[src/rtl/note_seq_if.sv]
// note_seq_if: keypad/control inputs and tone-generator outputs of the note sequencer.
interface note_seq_if #(
    parameter int ADDR_W = 3,
    parameter int NOTE_W = 4
);
    logic              mode;
    logic              start;
    logic              stop;
    logic              key_valid;
    logic [NOTE_W-1:0] key_code;
    logic [NOTE_W-1:0] note_out;
    logic              note_valid;
    logic [ADDR_W-1:0] addr;
    logic              busy;
    logic              rec_done;
    logic              play_done;
    modport master (
        output mode, start, stop, key_valid, key_code,
        input  note_out, note_valid, addr, busy, rec_done, play_done
    );
    modport slave (
        input  mode, start, stop, key_valid, key_code,
        output note_out, note_valid, addr, busy, rec_done, play_done
    );
endinterface

[src/rtl/note_seq_ctrl.sv]
// note_seq_ctrl: record/playback sequencer owning the note RAM, slot pointer, length and tempo divider.
module note_seq_ctrl #(
    parameter int ADDR_W    = 3,
    parameter int NOTE_W    = 4,
    parameter int TEMPO_DIV = 16
) (
    input logic       clock,
    input logic       reset,
    note_seq_if.slave bus
);
    localparam int DEPTH = 2 ** ADDR_W;
    localparam int CNT_W = $clog2(TEMPO_DIV);
    typedef enum logic [1:0] {IDLE, REC, PLAY} state_t;
    state_t            state, state_n;
    logic              start_q, key_q, start_e, key_e;
    logic [ADDR_W-1:0] addr_r, addr_n;
    logic [ADDR_W:0]   len, len_n;
    logic [CNT_W-1:0]  cnt, cnt_n;
    logic [NOTE_W-1:0] note_r, note_n;
    logic              nv_r, nv_n, busy_r, rd_r, rd_n, pd_r, pd_n, wr;
    logic [NOTE_W-1:0] mem [DEPTH];
    assign start_e        = bus.start & ~start_q;
    assign key_e          = bus.key_valid & ~key_q;
    assign bus.note_out   = note_r;
    assign bus.note_valid = nv_r;
    assign bus.addr       = addr_r;
    assign bus.busy       = busy_r;
    assign bus.rec_done   = rd_r;
    assign bus.play_done  = pd_r;
    always_comb begin
        state_n = state;
        addr_n  = addr_r;
        len_n   = len;
        cnt_n   = cnt;
        note_n  = note_r;
        nv_n    = nv_r;
        rd_n    = 1'b0;
        pd_n    = 1'b0;
        wr      = 1'b0;
        case (state)
            IDLE: if (!bus.stop && start_e) begin
                if (bus.mode) begin
                    state_n = REC;
                    addr_n  = '0;
                    len_n   = '0;
                end else if (len != '0) begin
                    // first note is presented together with the entry into PLAY
                    state_n = PLAY;
                    addr_n  = '0;
                    cnt_n   = '0;
                    note_n  = mem[0];
                    nv_n    = 1'b1;
                end else begin
                    pd_n = 1'b1;
                end
            end
            REC: if (bus.stop) begin
                state_n = IDLE;
                rd_n    = 1'b1;
            end else if (key_e) begin
                wr    = 1'b1;
                len_n = {1'b0, addr_r} + (ADDR_W+1)'(1);
                if (addr_r == ADDR_W'(DEPTH-1)) begin
                    state_n = IDLE;
                    rd_n    = 1'b1;
                end else begin
                    addr_n = addr_r + ADDR_W'(1);
                end
            end
            PLAY: if (bus.stop) begin
                state_n = IDLE;
                nv_n    = 1'b0;
                note_n  = '0;
            end else if (cnt == CNT_W'(TEMPO_DIV-1)) begin
                if ({1'b0, addr_r} == len - (ADDR_W+1)'(1)) begin
                    state_n = IDLE;
                    pd_n    = 1'b1;
                    nv_n    = 1'b0;
                    note_n  = '0;
                end else begin
                    addr_n = addr_r + ADDR_W'(1);
                    cnt_n  = '0;
                    note_n = mem[addr_r + ADDR_W'(1)];
                end
            end else begin
                cnt_n = cnt + CNT_W'(1);
            end
            default: state_n = IDLE;
        endcase
    end
    always_ff @(posedge clock or negedge reset) begin
        if (!reset) begin
            state   <= IDLE;
            start_q <= 1'b0;
            key_q   <= 1'b0;
            addr_r  <= '0;
            len     <= '0;
            cnt     <= '0;
            note_r  <= '0;
            nv_r    <= 1'b0;
            busy_r  <= 1'b0;
            rd_r    <= 1'b0;
            pd_r    <= 1'b0;
        end else begin
            state   <= state_n;
            start_q <= bus.start;
            key_q   <= bus.key_valid;
            addr_r  <= addr_n;
            len     <= len_n;
            cnt     <= cnt_n;
            note_r  <= note_n;
            nv_r    <= nv_n;
            busy_r  <= state_n != IDLE;
            rd_r    <= rd_n;
            pd_r    <= pd_n;
        end
    end
    always_ff @(posedge clock or negedge reset) begin
        if (!reset) begin
            for (int i = 0; i < DEPTH; i++) mem[i] <= '0;
        end else if (wr) begin
            mem[addr_r] <= bus.key_code;
        end
    end
endmodule
[src/flat_wrapper.sv]
// flat-port wrapper written by rule: the top's interface ports become plain ports
module note_seq_ctrl_flat 
#(
    parameter int ADDR_W    = 3,
    parameter int NOTE_W    = 4,
    parameter int TEMPO_DIV = 16
)
  (clock, reset, bus_mode, bus_start, bus_stop, bus_key_valid, bus_key_code, bus_note_out, bus_note_valid, bus_addr, bus_busy, bus_rec_done, bus_play_done);
  note_seq_if #(.ADDR_W(ADDR_W), .NOTE_W(NOTE_W)) bus_i ();
  input logic clock;
  input logic reset;
  input wire logic [$bits(bus_i.mode)-1:0] bus_mode;
  input wire logic [$bits(bus_i.start)-1:0] bus_start;
  input wire logic [$bits(bus_i.stop)-1:0] bus_stop;
  input wire logic [$bits(bus_i.key_valid)-1:0] bus_key_valid;
  input wire logic [$bits(bus_i.key_code)-1:0] bus_key_code;
  output wire logic [$bits(bus_i.note_out)-1:0] bus_note_out;
  output wire logic [$bits(bus_i.note_valid)-1:0] bus_note_valid;
  output wire logic [$bits(bus_i.addr)-1:0] bus_addr;
  output wire logic [$bits(bus_i.busy)-1:0] bus_busy;
  output wire logic [$bits(bus_i.rec_done)-1:0] bus_rec_done;
  output wire logic [$bits(bus_i.play_done)-1:0] bus_play_done;
  assign bus_i.mode = bus_mode;
  assign bus_i.start = bus_start;
  assign bus_i.stop = bus_stop;
  assign bus_i.key_valid = bus_key_valid;
  assign bus_i.key_code = bus_key_code;
  assign bus_note_out = bus_i.note_out;
  assign bus_note_valid = bus_i.note_valid;
  assign bus_addr = bus_i.addr;
  assign bus_busy = bus_i.busy;
  assign bus_rec_done = bus_i.rec_done;
  assign bus_play_done = bus_i.play_done;
  note_seq_ctrl #(.ADDR_W(ADDR_W), .NOTE_W(NOTE_W), .TEMPO_DIV(TEMPO_DIV)) u_core (.clock(clock), .reset(reset), .bus(bus_i));
endmodule
[config.mk]
export PLATFORM = sky130hd
export DESIGN_NAME = note_seq_ctrl_flat
export DESIGN_NICKNAME = d
export VERILOG_FILES = /design/src/rtl/note_seq_if.sv /design/src/rtl/note_seq_ctrl.sv /design/src/flat_wrapper.sv
export SDC_FILE = /design/constraint.sdc
export NUM_CORES = 1
export LEC_CHECK = 0
export CAP_MARGIN = 20
export CELL_PAD_IN_SITES_DETAIL_PLACEMENT = 1
export CELL_PAD_IN_SITES_GLOBAL_PLACEMENT = 2
export CORE_AREA = 2 2 99 77
export DETAILED_ROUTE_END_ITERATION = 12
export DIE_AREA = 0 0 101 79
export PLACE_DENSITY_LB_ADDON = 0.1
export RECOVER_POWER = 100
export SYNTH_ARGS = -nofsm -noshare
export SYNTH_HDL_FRONTEND = slang
export SYNTH_SLANG_ARGS = --single-unit
[constraint.sdc]
create_clock -name clock -period 5 [get_ports clock]
set_input_delay 1 -clock clock [delete_from_list [all_inputs] [get_ports clock]]
set_output_delay 1 -clock clock [all_outputs]
set_load 0.02 [all_outputs]
==> impl_metrics.ini <==
[cts]
hold_buffers = 0
clockBufferDepth = 2
cts_setup_buffers = 0
cts_resized = 0
clkTransAtPathRegs_ps = 100
worstSkewPairLatency_ps = 310
cts_tree = done
cts-root-buf = clkbuf_8
h-tree-depth = 2
cts_buffers = 5
cts_sinks = 55

[setup_path]
worstPathRequired_ps = 5200
crit_buf_inv = 1
crit_path_max_fanout = 10
critPathKind = in2reg
critical-path-top-delay-family = compound AO/OA/AOI/OAI gates
crit_chain = dlygate4sd3_1 > or3b_2 > o21ai_0 > o211ai_1 > a2111oi_0 > mux2_4
critPathSlowestCell = a2111oi_0
end_kind = register
cp.arrival_ps = 3980
reg2reg_slack_ps = 2020
cp-start-kind = input port
cpPeakStageDelay_ps = 1110

[power_and_ir_drop]
p_total_mw = 1.504
p_leak_nw = 1.437
vdd_ir_drop_max_v = 0.0001640
p_int_mw = 0.9412
p_sw_share_pct = 37.41
p_seq_share_pct = 39.9
pwr-share-comb_pct = 42.1
p_per_area_nw_per_um2 = 461.5
p_clk_share_pct = 18.1
switchingPower_mw = 0.5625

[floorplanning]
die_h_um = 79
dieArea_um2 = 7979
fp.coreArea_um2 = 7094
rows = 27
dieWidth_um = 101
pin_count = 21
start_util_pct = 41.13

[global_routing]
grt-ovfl-total = 0
grt.total_usage_pct = 18.51
grt_pass1_wl_um = 11320
antenna_found_initial = 0
grt_max_degree = 56
grt_pass1_vias = 2134

[job]
maxCapViolCount = 1

[yosys]
syn_avg_cell_area_um2 = 12.21
synthTopCellsByCount = 55 x dfrtp_1, 32 x mux2_2, 18 x inv_1
syn_nets = 258
ys_warn_count = 0
synth_edf_count = 0
synth_most_common_cell = dfrtp_1
synth_top_area_share_pct = 47.17
synthTopCellsByArea = dfrtp_1 47%, mux2_2 12%, mux4_2 6.2%
syn_inst = 239
synth_area_um2 = 2918
synth_top_cell_by_area = dfrtp_1
ys_ff_latch = 55
synthFlopType = dfrtp_1
ys_types = 44
seq_area_frac_synth_pct = 47.17
async_reset_ff_share_pct = 100.0

[finish]
nFillCells = 757
diodes = 0
fin_util_pct = 45.93
seq_area_um2 = 1376
nets = 279
multiInputGateArea_um2 = 1396
drive_gt1_share_pct = 21.07
area_delta_synth_final_pct = 11.66

[routing]
drc = 0
drt_pass1_iterations = 4
num_vias = 1971
antenna_left = 0
finalWirelength_um = 6569
post_drt_wl_per_cell_um = 18.88
via_per_inst = 5.664
drt_iter0_drc = 70

[timing]
fmaxAchievable_ghz = 0.2648
fin_crit_ps = 3777
drv_slew = 56
finalSetupTns_ps = 0
rsz0062_at_grt = false
worst_slew_pin_slew_ps = 2977
setup_viol = 0
period_share_pct = 75.53
hold_viol_final = 0
slew-limit-headroom_pct = -98.47
skew_ps = 4.897

[status]
violations = capacitance limit, slew limit
status = finished with violations

[place]
portBuffers = 20
dp.final_hpwl_um = 4787
gp_congestion = 0.7583

[worst_hold_path]
hold_path.class = reg2reg
[state kept, by name, summed over array words and instances (netlist names)]
name,flops
u_core.state,2
u_core.key_q,1
u_core.cnt,4
u_core.mem,32
u_core.start_q,1
u_core.bus.addr,3
u_core.bus.rec_done,1
u_core.bus.play_done,1
u_core.bus.note_out,4
u_core.bus.note_valid,1
u_core.len,4
u_core.bus.busy,1
[final cells by class]
class | count | area share, %
Inverter | 18 | 2.074
Clock inverter | 2 | 0.6144
Timing Repair Buffer | 22 | 6.336
Clock buffer | 6 | 2.535
Sequential cell | 55 | 42.24
Tap cell | 87 | 3.341
Multi-Input combinational cell | 158 | 42.86
[cell families after synthesis]
| kind of cell | after synthesis | synth area share [%] |
|---|---|---|
| xor gates and xnor gates | 3 | 1.158 |
| buffers and inverters | 26 | 3.430 |
| adders and majority gates | 9 | 3.859 |
| AOI/OAI and AO/OA | 39 | 11.36 |
| DFF | 55 | 47.17 |
| muxes | 52 | 22.81 |
| and+or+nand+nor | 55 | 10.21 |
[worst paths after layout]
| kind | from | endpoint | cells past startpoint |
|---|---|---|---|
| worst min register to register | u_core.cnt[0] | u_core.cnt[0] | 1 |
| min in group asynchronous | reset | u_core.len[1] | 2 |
| worst min-delay path | u_core.cnt[0] | u_core.cnt[0] | 1 |
| worst max-delay path | bus_stop | u_core.bus.addr[0] | 6 |
| max in group asynchronous | reset | u_core.mem[29] | 2 |
| worst max register to register | u_core.bus.addr[0] | u_core.bus.addr[0] | 6 |
[power groups by stage]
stage	Clock [mW]	Combinational (mW)	Sequential (mW)
finish	0.272	0.632	0.600
global route	0.304	0.708	0.616
CTS	0.286	0.682	0.601
detailed placement	0	0.679	0.610
global placement	0	0.672	0.610
floorplan	0	0.488	0.610
[metrics by stage]
stage	hold slack [ps]	cell area, um^2	setup WS (ps)	instances
after detailed placement	491.9	3204	1608	340
after floorplan	461.5	2918	2213	239
final	503.7	3258	1223	348
after CTS	507.4	3307	1946	348
after global routing	535.7	3258	921.7	348
after global placement	482.9	3204	1657	340
[layer usage]
| metal | part of all wire (%) | track usage, % | vias to the layer above |
|---|---|---|---|
| met5 | 0 | 0 | - |
| met4 | 0.87 | 4.459 | 0 |
| met3 | 2.4 | 3.433 | 5 |
| met2 | 44 | 28.40 | 27 |
| met1 | 53 | 27.21 | 1013 |
| li1 | - | - | 926 |
[cell usage in the layout (no fill, tap or decap), types with 4 or more instances in the layout]
cell,n
dfrtp_1,55
mux2_2,32
inv_1,18
dlygate4sd3_1,14
nand2_1,11
nor3_1,11
mux2i_1,11
a21oi_1,9
ha_1,9
mux4_2,8
nor2_1,7
clkbuf_8,6
o21ai_0,5
clkdlybuf4s50_1,5
nand3_1,4
nor3b_1,4
a31oi_1,4
o32a_1,4
(Power assumes the default switching activity.)
